[config.mk]
export PLATFORM = sky130hd
export DESIGN_NAME = echo_request_deserializer
export DESIGN_NICKNAME = d
export VERILOG_FILES = /design/src/rtl/echo_request_deserializer.sv
export SDC_FILE = /design/constraint.sdc
export NUM_CORES = 1
export LEC_CHECK = 0
export ABC_CLOCK_PERIOD_IN_PS = 1800
export CORE_MARGIN = 8
export CORE_UTILIZATION = 43
export CTS_BUF_LIST = sky130_fd_sc_hd__clkbuf_16
export DETAILED_ROUTE_END_ITERATION = 10
export GPL_TIMING_DRIVEN = 0
export HOLD_SLACK_MARGIN = 0.08
export MAX_ROUTING_LAYER = met4
export PLACE_DENSITY_LB_ADDON = 0.25
export REMOVE_ABC_BUFFERS = 1
export SYNTH_ARGS = -nofsm -noshare
export SYNTH_HDL_FRONTEND = slang
export SYNTH_SLANG_ARGS = --single-unit
[constraint.sdc]
create_clock -name CLK -period 1.8 [get_ports CLK]
set_input_delay 0.27 -clock CLK [delete_from_list [all_inputs] [get_ports CLK]]
set_output_delay 0.27 -clock CLK [all_outputs]
set_load 0.02 [all_outputs]
[src/rtl/echo_request_deserializer.sv]
// Assembles one tag word plus its payload words into a 192-bit request message
// and holds it on the pipe_enq handshake until the dispatcher takes it.
module echo_request_deserializer #(
  parameter int unsigned WORD_W = 32,
  parameter int unsigned CNT_W  = 16
) (
  input  logic                CLK,
  input  logic                nRST,
  input  logic                in_enq_ena,
  input  logic [WORD_W-1:0]   in_enq_v,
  output logic                in_enq_rdy,
  output logic                pipe_enq_ena,
  output logic [6*WORD_W-1:0] pipe_enq_v,
  input  logic                pipe_enq_rdy,
  output logic [CNT_W-1:0]    msg_count
);

  localparam int unsigned SLOTS  = 6;
  localparam int unsigned MSG_W  = SLOTS * WORD_W;
  localparam int unsigned BEAT_W = 3;

  typedef enum logic [1:0] {
    S_IDLE,
    S_COLLECT,
    S_FULL
  } state_e;

  state_e              state_q, state_d;
  logic [MSG_W-1:0]    buf_q, buf_d;
  logic [BEAT_W-1:0]   beat_q, beat_d;
  logic [BEAT_W-1:0]   total_q, total_d;
  logic [CNT_W-1:0]    cnt_q, cnt_d;
  logic                rdy_q, rdy_d;
  logic                ena_q, ena_d;

  logic                in_fire_c;
  logic                out_fire_c;
  logic [BEAT_W-1:0]   slot_c;
  logic [WORD_W-1:0]   tag_c;

  assign in_fire_c  = in_enq_ena & rdy_q;
  assign out_fire_c = ena_q & pipe_enq_rdy;
  assign tag_c      = buf_q[WORD_W-1:0];

  // Tag 2 payload lands in the say2 fields, two slots above the beat index
  always_comb begin
    slot_c = beat_q;
    if (tag_c == WORD_W'(2)) slot_c = BEAT_W'(beat_q + BEAT_W'(2));
  end

  always_comb begin
    state_d = state_q;
    buf_d   = buf_q;
    beat_d  = beat_q;
    total_d = total_q;
    cnt_d   = cnt_q;
    case (state_q)
      S_IDLE: begin
        if (in_fire_c) begin
          buf_d             = '0;
          buf_d[WORD_W-1:0] = in_enq_v;
          beat_d            = BEAT_W'(1);
          total_d           = ((in_enq_v == WORD_W'(1)) || (in_enq_v == WORD_W'(2)))
                              ? BEAT_W'(3) : BEAT_W'(6);
          state_d           = S_COLLECT;
        end
      end
      S_COLLECT: begin
        if (in_fire_c) begin
          for (int unsigned i = 1; i < SLOTS; i++) begin
            if (slot_c == BEAT_W'(i)) buf_d[i*WORD_W +: WORD_W] = in_enq_v;
          end
          beat_d = BEAT_W'(beat_q + BEAT_W'(1));
          if (BEAT_W'(beat_q + BEAT_W'(1)) == total_q) state_d = S_FULL;
        end
      end
      S_FULL: begin
        if (out_fire_c) begin
          state_d = S_IDLE;
          cnt_d   = CNT_W'(cnt_q + CNT_W'(1));
        end
      end
      default: state_d = S_IDLE;
    endcase
    rdy_d = (state_d != S_FULL);
    ena_d = (state_d == S_FULL);
  end

  always_ff @(posedge CLK) begin
    if (!nRST) begin
      state_q <= S_IDLE;
      buf_q   <= '0;
      beat_q  <= '0;
      total_q <= '0;
      cnt_q   <= '0;
      rdy_q   <= 1'b1;
      ena_q   <= 1'b0;
    end else begin
      state_q <= state_d;
      buf_q   <= buf_d;
      beat_q  <= beat_d;
      total_q <= total_d;
      cnt_q   <= cnt_d;
      rdy_q   <= rdy_d;
      ena_q   <= ena_d;
    end
  end

  assign in_enq_rdy   = rdy_q;
  assign pipe_enq_ena = ena_q;
  assign pipe_enq_v   = buf_q;
  assign msg_count    = cnt_q;

endmodule

-- Word level (Yosys, flattened, before mapping)
Index checks and enable logic that the tools add are counted.
- $add $sub $neg: 3
- multipliers: 0
- div/mod/pow operators: 0
- $lt $le $gt $ge: 0
- equality and inequality tests: 20
- shift operators: 0
- multiplexer cells: 18
- bitwise logic cells: 2
- reductions and logical operators: 11
- operators by type and width (kind ; number):
    $pmux W160 S2 ; 1
    $mux W192 ; 1
    $mux W160 ; 1
    $mux W32 ; 5
    $eq A32 B2 Y1 const B ; 2
    $eq A32 B1 Y1 const B ; 1
    $reduce_and A4 Y1 ; 5
    $add A16 B1 Y16 const B ; 1
    $ne A2 B2 Y1 const B ; 8
    $mux W3 ; 4
    $mux W2 ; 4
    $eq A3 B2 Y1 const B ; 2
    $eq A3 B3 Y1 const B ; 2
    $pmux W2 S3 ; 1
    $pmux W3 S2 ; 1
    $eq A2 B2 Y1 const B ; 2
    $reduce_and A2 Y1 ; 2
    $add A3 B1 Y3 const B ; 1
    $add A3 B2 Y3 const B ; 1
    $eq A3 B1 Y1 const B ; 1
    $eq A3 B3 Y1 ; 1
    $reduce_and A3 Y1 ; 1
    $and A1 B1 Y1 ; 2
    $eq A2 B1 Y1 const B ; 1
    other kinds (3) ; 3
- register bits: 218
- bits in latches: 0
- RAM bits: 0
- bits in read-only memories: 0
- bits of input ports: 36
- output and inout bits: 210
- logic and storage cells: 66
- memories: 0

-- Logic depth before layout (Yosys ltp)
Gate-level depths: netlist of the first run.
- depth after elaboration: 6
- depth in mapped cells: 7
- depth with buffers taken out: 6

-- Worst setup path after synthesis of the first run
No wires, ideal clock.
- path kind: reg-to-reg
- start: register buf_q[1] (netlist: pipe_enq_v[1])
- end: register buf_q[129] (netlist: pipe_enq_v[129])
- setup time: 0.072 ns
- arrival time: 1.871 ns
- required time: 1.728 ns
- slack: -0.143 ns
- stages on the path, launching flop included: 7
- buffers on the path: 1
- clock period less this slack: 1.943 ns
- cell sequence: dfxtp_1 > nor4b_1 > nand4_1 > nor2_4 > mux2i_2 > buf_6 > mux2i_1
- word-level cells in the longest chain between the ends: 5
- RTL lines (item ; RTL line ; text):
    start, declared ; 29 ; logic [MSG_W-1:0] buf_q, buf_d;
    start signal, assigned ; 100 ; buf_q <= buf_d;
    $eq A32 B2 Y1 ; 48 ; if (tag_c == WORD_W'(2)) slot_c = BEAT_W'(beat_q + BEAT_W'(2));
    $mux W3 ; 48 ;
    $eq A3 B3 Y1 ; 71 ; if (slot_c == BEAT_W'(i)) buf_d[i*WORD_W +: WORD_W] = in_enq_v;
    $ne A2 B2 Y1 (no line) ; - ;
    $reduce_and A4 Y1 (no line) ; - ;
Every way passes these cells.
A chain may end at the register's enable or synchronous reset.

-- Final worst setup path of the first run
- start: register buf_q[28] (netlist: pipe_enq_v[28])
- end: register buf_q[107] (netlist: pipe_enq_v[107])
- word-level cells in the longest chain between the ends: 5
- RTL lines (item ; RTL line):
    $eq A32 B2 Y1 ; 48
    $mux W3 ; 48
    $eq A3 B2 Y1 ; 71
    $ne A2 B2 Y1 (no line) ; -
    $reduce_and A4 Y1 (no line) ; -
Every way passes these cells.

==> results of run 1 <==
state kept, by name, indices dropped and copies added (netlist names):
| signal | cells |
|---|---|
| pipe_enq_v | 192 |
| msg_count | 16 |
| beat_q | 3 |
| total_q | 3 |
| state_q | 2 |
| in_enq_rdy | 1 |
| pipe_enq_ena | 1 |
routing by layer:
layer / global-route usage [%] / part of all wire, %
met5: - / 0
met1: 26.8 / 42
met3: 6.77 / 8.4
met2: 37.0 / 46
met4: 6.63 / 3.3
worst min-delay path, cell delays in order:
cell	delay (ns)
clkdlybuf4s50_1	0.44
nand2_1	0.08
a21oi_1	0.05
per-stage QoR:
| step | hold WS, ns | std cells | util [%] | TNS [ns] |
|---|---|---|---|---|
| floorplan | 0.332 | 806 | - | -715.68 |
| global placement | 0.441 | 1285 | 57.0 | -1393.78 |
| detailed placement | 0.447 | 1300 | 59.4 | -178.25 |
| CTS | 0.361 | 1373 | 65.9 | -47.91 |
| global route | 0.392 | 1377 | 66.4 | -60.40 |
| finish | 0.381 | 1377 | 66.4 | -51.77 |
worst max path at each step:
stage                                              end                         from  depth (start not counted)
after floorplan           pipe_enq_v[100]$_SDFFE_PN0P_        in_enq_rdy$_SDFF_PN1_                          5
after global placement    pipe_enq_v[100]$_SDFFE_PN0P_                   in_enq_ena                          6
after detailed placement  pipe_enq_v[102]$_SDFFE_PN0P_  pipe_enq_v[28]$_SDFFE_PN0P_                          7
after CTS                  pipe_enq_v[35]$_SDFFE_PN0P_  pipe_enq_v[31]$_SDFFE_PN0P_                         10
after global routing      pipe_enq_v[134]$_SDFFE_PN0P_  pipe_enq_v[20]$_SDFFE_PN0P_                          8
final                     pipe_enq_v[107]$_SDFFE_PN0P_  pipe_enq_v[28]$_SDFFE_PN0P_                          8
kinds of logic after synthesis:
family,synth area share [%]
buffers and inverters,3.92
AOI/OAI and AO/OA,2.72
muxes,20.3
xor gates and xnor gates,1.91
and+or+nand+nor,18.1
DFF,52.8
adders and majority gates,0.303
cells in the mapped netlist (2+ instances only):
cell type and instances:
a21oi_1 35, and2_1 3, and3_1 2, buf_2 7, buf_6 15, clkbuf_1 28, dfxtp_1 218, ha_1 2
inv_1 3, mux2i_1 161, mux2i_2 5, nand2_1 269, nand3_1 7, nand3b_1 2, nand4_1 9, nor2_1 28
nor2b_1 2, nor3_1 6, nor4_1 16, o21a_1 2, o21ai_0 4, or3_1 2, xnor2_1 10, xor2_1 8
where the power goes:
part / switching [uW] / internal, uW / leakage (uW)
clock: 1870 / 2470 / 0.000375
combinational: 571 / 373 / 0.00326
sequential: 75.1 / 4900 / 0.00176
total: 2520 / 7750 / 0.00540
layout make-up:
type                       instances  area share, %
clock buffer                      25           5.02
clock inverter                    16          0.502
inverter                           4          0.161
multi-input combinational        585           30.1
sequential                       218           35.1
tap                              234           2.35
timing repair buffer             295           26.7
repair_timing:
item | CTS | global route
resized for setup | 79 | 40
pin swaps | 4 | 6
buffers inserted | 25 | 9
setup endpoints to repair | 234 | 202
cloned | 7 | 1
==> impl_metrics.yaml, run 1 <==
status:
  status: "finished with violations"
  failed_checks: "negative setup slack"
setup_path:
  cp-end-kind: "register"
  crit_required_ns: 2.24
  cp-start-kind: "register"
  cp.arrival_ns: 2.64
  critPathTopFamily: "simple AND/OR/NAND/NOR gates"
  slowest_delay_ns: 0.35
  reg2reg_to: "pipe_enq_v[107]$_SDFFE_PN0P_"
  reg2reg_slack_ns: -0.41
  critPathMaxFanout: 8
  worst-setup-path-type: "register to register"
  r2r_cells: 8
  r2r_start: "pipe_enq_v[28]$_SDFFE_PN0P_"
  cp.buffers_inverters: 3
  slowest_stage: "dfxtp_4"
  worstPathCellList: "nor4_4 > nand4_1 > nor2_4 > buf_6 > mux2i_4 > buf_16 > buf_12 > mux2i_1"
sta:
  rsz0062_at_grt: "yes"
  finalHoldViolCount: 0
  final.period_utilization_pct: 123
  timing.fmax_mhz: 453
  setup_violations: 160
  fin_ws_ns: -0.409
  finClkSkew_ns: 0.0204
  tightest_slew_ns: 0.582
  drv_slew: 0
  slew_headroom_pct: 60.9
  fin_crit_ns: 2.21
cells_and_area:
  nNetsFinal: 1166
  fill_cells: 1530
  areaGrowthSynthToFinish_pct: 50.7
  drive_gt1_share_pct: 9.36
  layout_common_cells: "nand2_1 (268), dfxtp_1 (213), clkdlybuf4s50_1 (189)"
  register_area_sq_um: 4380
  stdcell_area_sq_um: 12500
  final_common_cell: "nand2_1"
  n_antenna_cell: 0
  multiInputGateArea_sq_um: 3750
clocking:
  root_buffer: "clkbuf_16"
  insertion_delay_ns: 0.51
  clock_path_buffers: 3
  tritoncts: "yes"
  cts.clk_slew.worst_paths_ns: 0.06
  clock_sinks: 218
  hold_buffers: 0
  cts-buffers-inserted: 24
  htreeDepth: 1
min_path:
  hold_start: "in_enq_v[5]"
  worstHoldPathCells: 3
  min_path_type: "primary input to register"
  hold_end: "pipe_enq_v[5]$_SDFFE_PN0P_"
floorplan:
  num_io_pins: 246
  start_util_pct: 44.1
  fp.coreArea_sq_um: 18800
  rows: 50
  die_w_um: 155
  die_area_sq_um: 23900
  die_y_um: 155
drt:
  first_pass_iters: 4
  vias_per_cell: 5.12
  ant_nets: 0
  wl_per_cell_um: 20.0
  vias: 7044
  drc: 0
  wirelength_um: 27500
  drt-initial-drc-count: 376
placement:
  portBuffers: 245
  place_hpwl_um: 18200
  pre_cts_ws_ns: -1.18
  place_area_sq_um: 11100
  place_congestion: 0.783
synth:
  synth_edf_count: 0
  yosysWarnings: 0
  synthArstFlopShare_pct: 0
  yosys.area.top_type: "dfxtp_1"
  synth_area_leaders: "dfxtp_1 (53%), mux2i_1 (19%), nand2_1 (12%), a21oi_1 (2.1%), buf_6 (2.0%)"
  synth_ff_type: "dfxtp_1"
  ys_seq_area_share_pct: 52.8
  syn_inst: 856
  avgSynthCellArea_sq_um: 9.66
  ys_types: 36
  yosys_register_bits: 218
  syn_area_sq_um: 8270
  yosysTopAreaCellShare_pct: 52.8
global_route:
  grt_pass1_wl_um: 42000
  grt.total_usage_pct: 22.7
  antenna_found_initial: 0
  grt_start_max_net_pins: 55
  first_global_vias: 7131
  grt-ovfl-total: 0
job:
  drv_cap: 0
power_and_ir_drop:
  total_power_uw: 10300
  p_per_area_nw_per_um2: 823
  ir_worst_vdd_mv: 0.787
  power.leakage_uw: 0.00540
Power figures use the tool's default switching activity.
==> run 2, diff against run 1 <==
RECOVER_POWER = 25   (was not set)
TNS_END_PERCENT = 20   (was not set)
==> impl_metrics.yaml, run 2 (synthesis gave the netlist of run 1 again) <==
status:
  status: "finished with violations"
  failed_checks: "negative setup slack"
sta:
  finClkSkew_ns: 0.0187
  hold_slack_ns: 0.375
  fin_tns_setup_ns: -51.20
  finalHoldViolCount: 0
  rsz0062_at_grt: "yes"
  fin_ws_ns: -0.408
  setup_violations: 165
  tightest_slew_ns: 0.916
  fin_crit_ns: 2.21
  final.period_utilization_pct: 123
  drv_slew: 0
  slew_headroom_pct: 38.9
  timing.fmax_mhz: 453
global_route:
  grt-ovfl-total: 0
  grt_start_max_net_pins: 55
  grt_pass1_wl_um: 41100
  antenna_found_initial: 1
  grt.total_usage_pct: 22.2
  first_global_vias: 7015
power_and_ir_drop:
  p_per_area_nw_per_um2: 839
  ir_worst_vdd_mv: 0.787
  power.leakage_uw: 0.00507
floorplan:
  start_util_pct: 44.1
  die_y_um: 155
  num_io_pins: 246
  die_w_um: 155
  rows: 50
  fp.coreArea_sq_um: 18800
  die_area_sq_um: 23900
clocking:
  root_buffer: "clkbuf_16"
  hold_buffers: 0
  insertion_delay_ns: 0.51
  clock_path_buffers: 3
  cts-buffers-inserted: 24
  clock_sinks: 218
  htreeDepth: 1
  tritoncts: "yes"
  cts.clk_slew.worst_paths_ns: 0.06
cells_and_area:
  areaGrowthSynthToFinish_pct: 47.5
  nNetsFinal: 1158
  final_common_cell: "nand2_1"
  fill_cells: 1573
  largest_reg_flops: 192
  post-route-util_pct: 65.0
  drive_gt1_share_pct: 8.46
  layout_common_cells: "nand2_1 (268), dfxtp_1 (214), clkdlybuf4s50_1 (189)"
  final_cells: 1370
drt:
  drc: 0
  wirelength_um: 27200
  wl_per_cell_um: 19.8
  vias: 6985
  drt-initial-drc-count: 344
  vias_per_cell: 5.10
  first_pass_iters: 4
  ant_nets: 0
setup_path:
  worstPathCellList: "nor4_1 > nand4_1 > nor2_4 > buf_6 > mux2i_4 > clkbuf_16 > buf_12 > mux2i_1"
  cp-start-kind: "register"
  worst-setup-path-type: "register to register"
  critPathTopFamily: "simple AND/OR/NAND/NOR gates"
  crit_required_ns: 2.23
  slowest_stage: "nor4_1"
  cp.buffers_inverters: 3
  slowest_delay_ns: 0.36
  cp-end-kind: "register"
  critPathMaxFanout: 8
  cp.arrival_ns: 2.64
placement:
  placed_cells: 1300
  place_congestion: 0.783
  portBuffers: 245
  place_hpwl_um: 18200
job:
  drv_cap: 0
min_path:
  min_path_type: "primary input to register"
## run 2: report_power, final
part	internal, uW	switching (uW)	total (uW)
clock	2470	1880	4350
sequential	4900	71.4	4970
combinational	350	562	912
total	7720	2510	10200
## run 2: metal layers
metal	GRT usage, %	share of wire (%)	up-vias
li1	-	-	3388
met1	26.3	43	3330
met2	35.5	46	220
met3	6.91	8.1	47
met4	7.28	2.9	0
met5	-	0	-
## run 2: timing repair
item / in CTS / in global routing
setup endpoints to repair: 234 / 202
pin swaps: 4 / 5
gates resized for setup: 72 / 26
buffers inserted: 20 / 2
cloned: 4 / 4
## run 2: area by class of cell
| class | instances | area, sq um | share of cell area [%] |
|---|---|---|---|
| clock buffer | 25 | 626 | 5.13 |
| tap | 234 | 293 | 2.40 |
| antenna | 1 | 2.50 | 0.0205 |
| inverter | 4 | 20.0 | 0.164 |
| sequential | 218 | 4370 | 35.8 |
| clock inverter | 16 | 62.6 | 0.513 |
| timing repair buffer | 287 | 3100 | 25.4 |
| multi-input combinational | 585 | 3730 | 30.5 |
## run 2: worst paths after layout
check / slack, ns / cells after the start / from / to
worst min register to register: 0.45 / 2 / pipe_enq_v[89]$_SDFFE_PN0P_ / pipe_enq_v[89]$_SDFFE_PN0P_
worst min-delay path: 0.38 / 3 / in_enq_v[5] / pipe_enq_v[5]$_SDFFE_PN0P_
worst max-delay path: -0.41 / 8 / pipe_enq_v[3]$_SDFFE_PN0P_ / pipe_enq_v[107]$_SDFFE_PN0P_
worst max register to register: -0.41 / 8 / pipe_enq_v[3]$_SDFFE_PN0P_ / pipe_enq_v[107]$_SDFFE_PN0P_
## run 2: worst reg2reg max path: cells and delay by family, from the launching register on
kind | cells | cell delay (ns)
simple gates | 3 | 0.80
buf+inv | 3 | 0.51
mux | 2 | 0.50
flops | 1 | 0.33
## run 2: stage by stage
step                setup WS [ns]  total power (uW)  cell area, sq um
finish                     -0.408             10200             12200
global route               -0.486             10600             12200
CTS                        -0.380             10300             12200
detailed placement          -1.18              5940             11100
global placement            -8.43              5870             10700
floorplan                   -4.42              5460              7960
